<file path="src/rtl/edge_to_level.sv">
// Rebuilds a level from single-cycle edge pulses. Each accepted edge toggles the level, and the
// level is then held for at least HOLD_CYCLES cycles. One edge may be deferred; any further edge is dropped.
module edge_to_level #(
    parameter int   HOLD_CYCLES = 4,
    parameter logic INIT_LEVEL  = 1'b0
) (
    input  logic clk,
    input  logic reset,
    input  logic edge_in,
    output logic level_out,
    output logic busy,
    output logic drop
);
    localparam int             CW       = (HOLD_CYCLES > 1) ? $clog2(HOLD_CYCLES) : 1;
    localparam logic [CW-1:0] CNT_LOAD = CW'(HOLD_CYCLES - 1);

    typedef enum logic [1:0] {IDLE = 2'd0, HOLD = 2'd1, PEND = 2'd2} state_t;

    state_t        state, state_nx;
    logic [CW-1:0] cnt, cnt_nx;
    logic          level_nx, drop_nx, toggle, term;

    // The hold window has expired. The next edge can toggle now.
    assign term = (state != IDLE) && (cnt == '0);
    assign busy = (state != IDLE);

    always_ff @(posedge clk or posedge reset) begin
        if (reset) begin
            state     <= IDLE;
            cnt       <= '0;
            level_out <= INIT_LEVEL;
            drop      <= 1'b0;
        end else begin
            state     <= state_nx;
            cnt       <= cnt_nx;
            level_out <= level_nx;
            drop      <= drop_nx;
        end
    end

    always_comb begin
        state_nx = state;
        drop_nx  = 1'b0;
        toggle   = 1'b0;
        case (state)
            IDLE: begin
                if (edge_in) begin
                    toggle   = 1'b1;
                    state_nx = HOLD;
                end
            end
            HOLD: begin
                if (term) begin
                    if (edge_in) toggle = 1'b1;
                    else         state_nx = IDLE;
                end else if (edge_in) begin
                    state_nx = PEND;
                end
            end
            PEND: begin
                // On expiry, apply the deferred toggle. An edge that arrives in the same cycle becomes the new deferred edge.
                if (term) begin
                    toggle   = 1'b1;
                    state_nx = edge_in ? PEND : HOLD;
                end else if (edge_in) begin
                    drop_nx = 1'b1;
                end
            end
            default: state_nx = IDLE;
        endcase

        cnt_nx = cnt;
        if (toggle)
            cnt_nx = CNT_LOAD;
        else if ((state != IDLE) && (cnt != '0))
            cnt_nx = cnt - CW'(1);

        level_nx = level_out ^ toggle;
    end
endmodule

</file>
<file path="config.mk">
export PLATFORM = sky130hd
export DESIGN_NAME = edge_to_level
export DESIGN_NICKNAME = d
export VERILOG_FILES = /design/src/rtl/edge_to_level.sv
export SDC_FILE = /design/constraint.sdc
export NUM_CORES = 1
export LEC_CHECK = 0
export ABC_CLOCK_PERIOD_IN_PS = 1400
export CAP_MARGIN = 15
export CORE_AREA = 2 2 39 41
export DETAILED_ROUTE_END_ITERATION = 12
export DIE_AREA = 0 0 41 43
export PLACE_DENSITY = 0.52
export SYNTH_ARGS = -nofsm -noshare
export SYNTH_HDL_FRONTEND = slang
export SYNTH_SLANG_ARGS = --single-unit
</file>
<file path="constraint.sdc">
create_clock -name clk -period 1.4 [get_ports clk]
set_input_delay 0.14 -clock clk [delete_from_list [all_inputs] [get_ports clk]]
set_output_delay 0.14 -clock clk [all_outputs]
set_load 0.05 [all_outputs]
</file>
# --- Word-level counts from Yosys, hierarchy flattened ---
# Cells that the tools add are included.
totals:
  register_bits: 6
  in_bits: 3
  output_inout_bits: 3
  wordCells: 35
classes:
  n_addsub: 1
  n_eq_ne: 6
  mux: 15
  bitwise: 1
  reduce_logical: 8
ops:
  columns: ["op", "n"]
  rows:
  - ["$mux W2", 8]
  - ["$ne A3 B3 Y1 const B", 2]
  - ["$pmux W2 S3", 1]
  - ["$reduce_bool A2 Y1", 3]
  - ["$mux W1", 5]
  - ["$logic_not A2 Y1", 2]
  - ["$ne A2 B2 Y1 const B", 2]
  - ["$reduce_and A4 Y1", 1]
  - ["$pmux W1 S3", 1]
  - ["$eq A2 B1 Y1 const B", 1]
  - ["$eq A2 B2 Y1 const B", 1]
  - ["$logic_and A1 B1 Y1", 2]
  - ["$sub A2 B1 Y2 const B", 1]
  - ["$xor A1 B1 Y1", 1]

# --- Longest topological paths before layout ---
# Gate-level depths: netlist of the first run.
depth:
  word_depth: 5
  depth_mapped: 6
  ltp_nobuf: 5

# --- Least setup slack after synthesis of the first run ---
# Ideal clock, no wire load.
synth_path:
  path_type: "register -> register"
  from: "reg cnt[0]"
  to: "reg cnt[1]"
  arrival_time_ps: 1167
  required_ps: 1306
  setup_slack_ps: 139
  path_stages_with_launch: 6
  period_less_slack_ps: 1261
  path_cell_list: "dfrtp_1 inv_1 ha_1 nor2b_4 a31o_1 a221oi_2"
synth_via:
  elab_chain_len: 5
  elab_cells_between_ends: 11
  classes_between: "1 x add/sub; 5 x mux; 5 x reduce/logical"
synth_lines:
  columns: ["element", "line_no", "source"]
  rows:
  - ["start, declared", "20", "logic [CW-1:0] cnt, cnt_nx;"]
  - ["start signal, assigned", "35", "cnt <= cnt_nx;"]
  - ["$logic_not A2 Y1", "24", "assign term = (state != IDLE) && (cnt == '0);"]
  - ["$logic_and A1 B1 Y1", "24", null]
  - ["$mux W1 (on tied branches)", "62, 53", null]
  - ["$pmux W1 S3", "45", "case (state)"]
  - ["$mux W2 or $reduce_bool A2 Y1 (tied branches)", null, null]
# Several ways; a longest one is shown, not always the timed one. The select of a mux whose other input is x is not followed.
# A chain may end at the register's enable or synchronous reset.

# --- Worst setup path in the final report of the first run ---
layout_path:
  from: "reg state[0]"
  to: "out busy"
layout_via:
  elab_chain_len: 1
layout_lines:
  columns: ["element", "line_no", "source"]
  rows:
  - ["start, declared", "19", "state_t state, state_nx;"]
  - ["start signal, assigned", "34", "state <= state_nx;"]
  - ["$reduce_bool A2 Y1", "25", "assign busy = (state != IDLE);"]
  - ["end, declared", "11", "output logic busy,"]
# Every way passes these cells.

==> results.toml, run 1 <==
[pwr]
power.density_mw_per_mm2 = 2580
ir_worst_vdd_v = 0.000914
internal_power_mw = 0.773
combPwrFrac_pct = 62.4
switchingPower_mw = 0.534
clock_power_share_pct = 12.3
power.total_mw = 1.31
pwr-share-seq_pct = 25.4
power_leakage_nw = 0.232
switching_share_pct = 40.9

[synthesis]
syn_area_per_cell_um2 = 11.1
yosysSeqAreaShare_pct = 39.9
ys_ff_latch = 6
synth_nets = 38
synthCells = 34
synth_warnings = 0
synth.distinct_cells = 23
syn-cell-area_um2 = 377

[cts]
cts_max_level = 1
root_buffer = "clkbuf_4"
cts_buffers = 3
cts-hold-fix-buffers = 0
worstSkewPairLatency_ns = 0.24
clock_sinks = 6
clkSlewWorstSetupHoldPaths_ns = 0.05
cts_tree = "built"
clock_path_buffers = 2

[timing]
slew-limit-headroom_pct = 77.6
rsz0062_at_grt = "false"
min_period_ns = 1.31
tightestPinTransition_ns = 0.333
drv_slew = 0
setup_ws_ns = 0.0865
fin_skew_ns = 0.000905
fin_crit_sh_pct = 93.8
hold_violations = 0
fmax_mhz = 761
finalSetupViolCount = 0

[setup_path]
crit_buf_inv = 1
reg2reg_to = "cnt[1]$_DFFE_PP0P_"
cpPeakStageDelay_ns = 0.44
reg2reg_slack_ns = 0.09
worstSetupStartpointType = "register"
worst-r2r-cell-count = 5
r2r-start = "cnt[1]$_DFFE_PP0P_"
cp.depth = 2
required_ns = 1.26
worst-setup-path-type = "reg2out"
path_cells = "or2_2 -> buf_4"
cp-end-kind = "output port"
crit_fanout = 7
cp_top_family = "flip-flops"
cp_slowest_cell = "dfrtp_1"
worstPathArrival_ns = 1.17

[finish]
nets = 51
drive_gt1_share_pct = 44.4
regArea_um2 = 151
fill_cells = 143
final_area_um2 = 507
final_cell_mix = "buf_4 (7), dfrtp_1 (5), inv_1 (3), clkbuf_4 (3)"
area.growth.synth_to_final_pct = 34.6
multi_input_area_um2 = 205
antennaDiodeCount = 0
fin_cells = 61
final_common_cell = "buf_4"
final_core_util_pct = 36.6

[global_routing]
antenna_found_initial = 0
gr-usage-all-layers_pct = 11.1
globalRouteOverflowTotal = 0
grt_pass1_wl_mm = 1.20
grt_pass1_vias = 282
grt_max_degree = 11

[floorplanning]
die_w_um = 41
fp.dieH_um = 43
core_area_mm2 = 0.00138
pin_count = 6
start_util_pct = 27.2
num_rows = 14
dieArea_mm2 = 0.00176

[place]
placed_area_um2 = 448
dp_slack_ns = -0.0571
dp.cells = 55
hpwl_um = 510
gp_congestion = 0.750
port_buffers = 5

[route]
drt_iter0_drc = 4
routedWlPerCell_um = 11.0
dr.pass1.iters = 4
drc = 0
wl_um = 671
via_per_inst = 4.64
num_vias = 283
drtAntennaViolNets = 0

[outcome]
outcome = "complete, no violations"

[run]
drv_cap = 0

[hold_path]
hold_class = "in2async"
-- kinds of logic after synthesis --
group	Yosys count	share of synthesized area [%]
XOR/XNOR	1	2.33
buffers and inverters	6	8.97
AND/OR/NAND/NOR	10	21.9
flip-flops	6	39.9
adder cells (fa/ha/maj)	1	3.32
AO/OA/AOI/OAI	8	18.3
multiplexers	2	5.32
-- power groups by stage --
| stage | combinational, mW | sequential, mW | clock (mW) |
|---|---|---|---|
| 2_1_floorplan | 0.513 | 0.372 | 0 |
| 3_3_place_gp | 0.709 | 0.346 | 0 |
| 3_5_place_dp | 0.719 | 0.349 | 0 |
| 4_1_cts | 0.726 | 0.346 | 0.171 |
| 5_1_grt | 0.887 | 0.348 | 0.189 |
| 6_report | 0.815 | 0.331 | 0.160 |
-- how the worst max path moves through the flow --
| stage | from | endpoint | slack, ns |
|---|---|---|---|
| global route | state[0]$_DFFE_PP0P_ | busy | 0.004 |
| floorplan | cnt[0]$_DFFE_PP0P_ | cnt[1]$_DFFE_PP0P_ | 0.14 |
| CTS | state[1]$_DFFE_PP0P_ | busy | 0.004 |
| finish | state[0]$_DFFE_PP0P_ | busy | 0.09 |
| global placement | cnt[0]$_DFFE_PP0P_ | cnt[1]$_DFFE_PP0P_ | 0.01 |
| detailed placement | cnt[0]$_DFFE_PP0P_ | cnt[1]$_DFFE_PP0P_ | -0.06 |
-- state kept, by name (all words and copies together), names as in the netlist --
signal	count
state	2
drop	1
level_out	1
cnt	2
-- stage by stage --
stage	hold WS (ns)	setup TNS, ns
floorplan	-0.0690	0
global placement	0.379	0
detailed placement	0.378	-0.0571
CTS	0.110	0
global route	0.131	0
finish	0.109	0
-- timing repair --
action | in CTS | in global routing
resized for setup | 1 | 3
pin swaps | 0 | 1
setup buffers | 0 | 3
gates cloned | 0 | 0
endpoints found under the setup margin | 2 | 3
-- synth_stat cells --
library cell	number	area share (%)
buf_4	1	2.0
a21boi_1	1	2.0
nand2b_4	1	3.7
a21oi_1	1	1.3
o22ai_1	1	1.7
or2_2	1	1.7
inv_1	4	4.0
o221ai_1	1	2.3
o21ai_2	1	2.3
xor2_1	1	2.3
a221oi_2	1	4.0
nand2_1	2	2.0
nor2b_4	2	7.3
nor2b_1	1	1.7
ha_1	1	3.3
buf_6	1	3.0
o32ai_1	1	2.3
nor4_1	1	1.7
a31o_1	1	2.3
mux2i_1	2	5.3
nor3b_1	1	2.0
dfrtp_1	6	40
nand3b_1	1	2.0
-- area by class of cell --
type                       count  share of cell area (%)
multi-input combinational     22                    40.5
sequential                     6                    29.9
timing repair buffer          10                    18.3
clock buffer                   3                    4.44
tap                           16                    3.95
inverter                       4                    2.96
-- per-layer routing --
metal  wire length [um]  vias up  track usage, %
met5                  0        -               0
li1                   -      144               -
met4                  8        0            8.00
met2                331        6            13.1
met1                297      131            13.5
met3                 34        2            7.85
(Power assumes the default switching activity.)
==> run 2: changes to the inputs <==
- CAP_MARGIN: 15 -> not set
==> results of run 2 <==
No change in the layout: final DEF, timing and power equal those of run 1.
